## config.mk

```make
export PLATFORM = sky130hd
export DESIGN_NAME = led_ctrl
export DESIGN_NICKNAME = d
export VERILOG_FILES = /design/src/rtl/led_ctrl.sv
export SDC_FILE = /design/constraint.sdc
export NUM_CORES = 1
export LEC_CHECK = 0
export ABC_AREA = 1
export CAP_MARGIN = 5
export CORE_MARGIN = 3
export CORE_UTILIZATION = 30
export DETAILED_ROUTE_END_ITERATION = 10
export SYNTH_ARGS = -nofsm -noshare
export SYNTH_HDL_FRONTEND = slang
export SYNTH_SLANG_ARGS = --single-unit
```

## constraint.sdc

```tcl
create_clock -name clk -period 9.29 [get_ports clk]
set_clock_uncertainty 0.05 [all_clocks]
set_input_delay 2.787 -clock clk [delete_from_list [all_inputs] [get_ports clk]]
set_output_delay 2.787 -clock clk [all_outputs]
set_load 0.1 [all_outputs]
```

## src/rtl/led_ctrl.sv

```systemverilog
// rtl/led_ctrl.sv - multi-channel LED driver (OFF/ON/BLINK/PWM) with register write/readback port
// Optional feature macro: LED_BREATHE_EN turns mode 11 into a breathing duty ramp.
module led_ctrl #(
    parameter int CLK_FREQ   = 80000000,
    parameter int TICK_HZ    = 1000,
    parameter int NUM_LEDS   = 8,
    parameter int ACTIVE_LOW = 0
) (
    input  logic                clk,
    input  logic                reset,
    input  logic                wr_en,
    input  logic [3:0]          addr,
    input  logic [15:0]         wr_data,
    input  logic                rd_en,
    output logic [15:0]         rd_data,
    output logic                rd_valid,
    output logic                tick,
    output logic [NUM_LEDS-1:0] led
);
    localparam int TICK_DIV = CLK_FREQ / TICK_HZ;
    localparam int PW = $clog2(TICK_DIV);
    localparam logic [PW-1:0] PCNT_MAX = PW'(TICK_DIV - 1);
    localparam logic [NUM_LEDS-1:0] LED_INV = (ACTIVE_LOW != 0) ? '1 : '0;

    typedef enum logic [1:0] {
        MODE_OFF   = 2'b00,
        MODE_ON    = 2'b01,
        MODE_BLINK = 2'b10,
        MODE_PWM   = 2'b11
    } mode_t;

    logic [PW-1:0]       pcnt;
    logic [7:0]          pwm_cnt;
    mode_t               mode  [NUM_LEDS];
    logic [7:0]          param [NUM_LEDS];
    logic [7:0]          bcnt  [NUM_LEDS];
    logic [7:0]          level [NUM_LEDS];
    logic [NUM_LEDS-1:0] phase;
    logic [NUM_LEDS-1:0] lit;
    logic [15:0]         rd_val;
    logic                unused_reserved;
`ifdef LED_BREATHE_EN
    logic [7:0]          duty  [NUM_LEDS];
    logic [NUM_LEDS-1:0] dir_up;
`endif

    assign unused_reserved = ^wr_data[13:8];
    assign tick = (pcnt == PCNT_MAX);

    always_ff @(posedge clk or posedge reset) begin
        if (reset) begin
            pcnt    <= '0;
            pwm_cnt <= '0;
        end else begin
            pcnt    <= tick ? '0 : pcnt + 1'b1;
            pwm_cnt <= pwm_cnt + 8'd1;
        end
    end

    // A write to a channel takes priority over a tick landing in the same cycle.
    always_ff @(posedge clk or posedge reset) begin
        if (reset) begin
            for (int i = 0; i < NUM_LEDS; i++) begin
                mode[i]  <= MODE_OFF;
                param[i] <= '0;
                bcnt[i]  <= '0;
`ifdef LED_BREATHE_EN
                duty[i]  <= '0;
`endif
            end
            phase <= '0;
`ifdef LED_BREATHE_EN
            dir_up <= '0;
`endif
        end else begin
            for (int i = 0; i < NUM_LEDS; i++) begin
                if (wr_en && addr == 4'(i)) begin
                    mode[i]  <= mode_t'(wr_data[15:14]);
                    param[i] <= wr_data[7:0];
                    bcnt[i]  <= '0;
                    phase[i] <= 1'b1;
`ifdef LED_BREATHE_EN
                    duty[i]   <= wr_data[7:0];
                    dir_up[i] <= 1'b1;
`endif
                end else if (tick) begin
                    if (mode[i] == MODE_BLINK) begin
                        if (bcnt[i] == param[i]) begin
                            bcnt[i]  <= '0;
                            phase[i] <= ~phase[i];
                        end else begin
                            bcnt[i] <= bcnt[i] + 8'd1;
                        end
                    end
`ifdef LED_BREATHE_EN
                    // Reflect at the rails so the ramp reads 254,255,254 and 1,0,1.
                    if (mode[i] == MODE_PWM) begin
                        if (dir_up[i]) begin
                            if (duty[i] == 8'hFF) begin
                                duty[i]   <= 8'hFE;
                                dir_up[i] <= 1'b0;
                            end else begin
                                duty[i] <= duty[i] + 8'd1;
                            end
                        end else begin
                            if (duty[i] == 8'h00) begin
                                duty[i]   <= 8'h01;
                                dir_up[i] <= 1'b1;
                            end else begin
                                duty[i] <= duty[i] - 8'd1;
                            end
                        end
                    end
`endif
                end
            end
        end
    end

    always_comb begin
        for (int i = 0; i < NUM_LEDS; i++) begin
            level[i] = param[i];
`ifdef LED_BREATHE_EN
            if (mode[i] == MODE_PWM) level[i] = duty[i];
`endif
        end
    end

    always_comb begin
        lit = '0;
        for (int i = 0; i < NUM_LEDS; i++) begin
            case (mode[i])
                MODE_OFF:   lit[i] = 1'b0;
                MODE_ON:    lit[i] = 1'b1;
                MODE_BLINK: lit[i] = phase[i];
                default:    lit[i] = (pwm_cnt < level[i]);
            endcase
        end
    end

    // Out-of-range addresses match no channel and therefore read back 0.
    always_comb begin
        rd_val = '0;
        for (int i = 0; i < NUM_LEDS; i++) begin
            if (addr == 4'(i)) rd_val = {mode[i], 6'b0, level[i]};
        end
    end

    always_ff @(posedge clk or posedge reset) begin
        if (reset) begin
            led      <= LED_INV;
            rd_data  <= '0;
            rd_valid <= 1'b0;
        end else begin
            led      <= lit ^ LED_INV;
            rd_valid <= rd_en;
            if (rd_en) rd_data <= rd_val;
        end
    end
endmodule

```

==> out/results.ini <==
[status]
status = complete, no violations

[synth]
ys_ff_latch = 196
synth_cell_types = 35
yosys.area_share.simple = 0.313
synth_top_family_by_area = simple AND/OR/NAND/NOR gates
synth_fa_ha_area_frac = 0.0673
synth-edff-count = 0
synth_mux_area_frac = 0
synth_compound_area_frac = 0.0762
synth-async-reset-ratio = 1.00
syn_area_per_cell_sq_um = 7.20
syn_inst = 1702
synthXorXnorAreaFrac = 0.0443
yosysSeqAreaShare = 0.400
synth_area_sq_um = 12300
synth_ff_type = dfrtp_1
synth.yosys.warnings = 0

[floorplan]
row_count = 73
start_util = 0.306
ios = 50
dieArea_sq_um = 43300
dieHeight_microns = 208
core_area_sq_um = 40100
die_w_microns = 208

[global_route]
grt_use_met3 = 0.0274
grt_usage = 0.155
grt_pass1_wl_microns = 54300
grt_overflow = 0
antenna_found_initial = 0
gr-usage-met1 = 0.207
top_usage_layer = met2
use_met2 = 0.253
grt_max_degree = 128
grt_pass1_vias = 10100

[cts]
cts_hold_buf = 0
cts.sinks = 196
post_cts.repair.setup_buffers = 0
h-tree-depth = 4
clkSlewWorstSetupHoldPaths_ns = 0.08
cts_tree = built
clk_latency_ns = 0.46
root_buffer = clkbuf_16
post_cts_resized = 0
clockBufferDepth = 2
cts_buffers = 17

[critical_path]
cp.arrival_ns = 3.21
critPathRequiredTime_ns = 6.45
rr_worst_depth = 8
critPathKind = flip-flop to primary output
r2r-start = pcnt[8]
crit_path_max_fanout = 9
end_kind = primary output
worstSetupStartpointType = flip-flop
ff2ff_setup_slack_ns = 7.14
r2r_end = bcnt[26]

[sta]
worstMarginPinSlew_ns = 1.12
fin_crit_ns = 6.05
timing.fmax_mhz = 165
tns_ns = 0
hold_slack_ns = 0.420
finalMaxSlewViolations = 0
relSlewSlack = 0.248
rsz0062_at_grt = false
setup_viol = 0
timing.final.crit_share = 0.651
finalHoldViolCount = 0

[final_layout]
drive_above_1_share = 0.0353
stdcell_count = 2251
synthToLayoutAreaGrowth_pct = 11.3
n_antenna_cell = 0
nets = 1804

[hold_path]
hold_path_end = pcnt[0]
hold_class = flip-flop to flip-flop
min-delay-start = pcnt[0]
holdPathStages = 1

[power_and_ir_drop]
power.leakage_nw = 6.89
powerDensity_nw_per_um2 = 179
power.ir.vdd_worst_mv = 0.140

[drt]
finalWirelength_microns = 33500
avgViaCountPerCell = 4.83
via_count = 10900
ant_nets = 0
wl_per_cell_microns = 14.9
drtPass1Iterations = 5
drt-initial-drc-count = 868
post-route-drc-count = 0

[placement]
placed_cells = 2220
hpwlAfterDp_microns = 23600
io_buffers = 37
gp_congestion = 0.919

[job]
cap_viol_max_count = 0

## kinds of logic (layout without fill, tap and decap cells)
| kind of cell | Yosys count | after routing |
|---|---|---|
| simple gates | 891 | 891 |
| buf+inv | 310 | 329 |
| flops | 196 | 196 |
| compound gates | 176 | 176 |
| fa+ha+maj | 66 | 66 |
| xor+xnor | 62 | 62 |
| other cells | 1 | 6 |
## cell usage in the layout, fill, tap and decap left out, types with 2 or more instances in the layout
cell and count:
nand2_1 554, inv_1 246, dfrtp_1 196, nand3_1 114
o21ai_0 114, nand4_1 99, nor2_1 92, ha_1 66
xor2_1 37, clkdlybuf4s50_1 37, a21oi_1 28, xnor2_1 25
clkbuf_16 17, nor3_1 16, o21ai_1 10, a31oi_1 10
buf_4 9, o21a_1 8, conb_1 6, clkinvlp_4 5
inv_2 4, nand2_2 4, o21ai_2 4, nor2_2 3
inv_8 3, nor2_4 2, nand3_2 2, nand3b_1 2
inv_6 2, clkbuf_1 2, clkinv_4 2
## how the worst max path moves through the flow
| stage | from | to | slack, ns | cells past startpoint |
|---|---|---|---|---|
| after detailed placement | addr[2] | bcnt[26] | 3.22 | 8 |
| after global placement | addr[2] | bcnt[24] | 3.34 | 8 |
| final | pcnt[8] | tick | 3.24 | 6 |
| after floorplan | reset | bcnt[0] | 1.11 | 1 |
| after CTS | pcnt[8] | tick | 3.19 | 6 |
| after global routing | pcnt[0] | tick | 3.07 | 8 |
## final cells by class
cell class / count / area (sq um)
Clock buffer: 19 / 433
Clock inverter: 12 / 100
Fill cell: 4192 / 26500
Inverter: 252 / 953
Multi-Input combinational cell: 1201 / 6160
Sequential cell: 196 / 4900
Tap cell: 525 / 657
Timing Repair Buffer: 46 / 438
## sequential cells by signal (all words and copies together), names as in the netlist
signal and count:
bcnt 64, led 8, level 64, mode 16, pcnt 17, phase 8
pwm_cnt 8, rd_data 10, rd_valid 1
## per-layer routing
layer	up-vias	share of wire
met4	0	0.026
met5	-	0
li1	5461	-
met1	5141	0.46
met3	49	0.048
met2	228	0.47
## synth_stat cells, types with 2 or more instances
| master | count | area [sq um] |
|---|---|---|
| nor3_1 | 16 | 80.1 |
| nand4_1 | 99 | 619 |
| a21oi_1 | 28 | 140 |
| o21a_1 | 8 | 60.1 |
| buf_6 | 2 | 22.5 |
| o21ai_0 | 114 | 571 |
| o21ai_1 | 10 | 50.1 |
| dfrtp_1 | 196 | 4900 |
| nor2_1 | 92 | 345 |
| a31oi_1 | 10 | 62.6 |
| nand2_2 | 4 | 25.0 |
| nor2_4 | 2 | 22.5 |
| clkbuf_1 | 37 | 139 |
| ha_1 | 66 | 826 |
| xnor2_1 | 25 | 219 |
| nor2_2 | 3 | 18.8 |
| nand3b_1 | 2 | 15.0 |
| nand3_2 | 2 | 20.0 |
| inv_2 | 4 | 15.0 |
| clkbuf_2 | 2 | 10.0 |
| inv_1 | 247 | 927 |
| xor2_1 | 37 | 324 |
| nand2_1 | 554 | 2080 |
| buf_2 | 10 | 50.1 |
| buf_4 | 6 | 45.0 |
| o21ai_2 | 4 | 35.0 |
| nand3_1 | 114 | 571 |
## power breakdown
| part | internal, mW | switching [mW] | total (mW) |
|---|---|---|---|
| Clock | 0.347 | 0.366 | 0.713 |
| Combinational | 0.203 | 0.437 | 0.640 |
| Sequential | 0.964 | 0.123 | 1.09 |
## through the flow
stage	instance area [sq um]	total power, mW	util	setup WS, ns
after floorplan	12300	1.55	-	1.11
after global placement	13100	1.73	0.327	3.34
after detailed placement	13100	1.74	0.327	3.22
after CTS	13600	2.46	0.340	3.19
after global routing	13600	2.58	0.340	3.07
final	13600	2.44	0.340	3.24
## worst max-delay path, cell delays in order, from the launching register on
cell and delay (ns):
dfrtp_1 0.39, inv_1 0.19, nand4_1 0.17, nor2_4 0.48, nand2_1 0.10, inv_1 0.23, clkdlybuf4s50_1 1.19
Power figures use the tool's default switching activity.
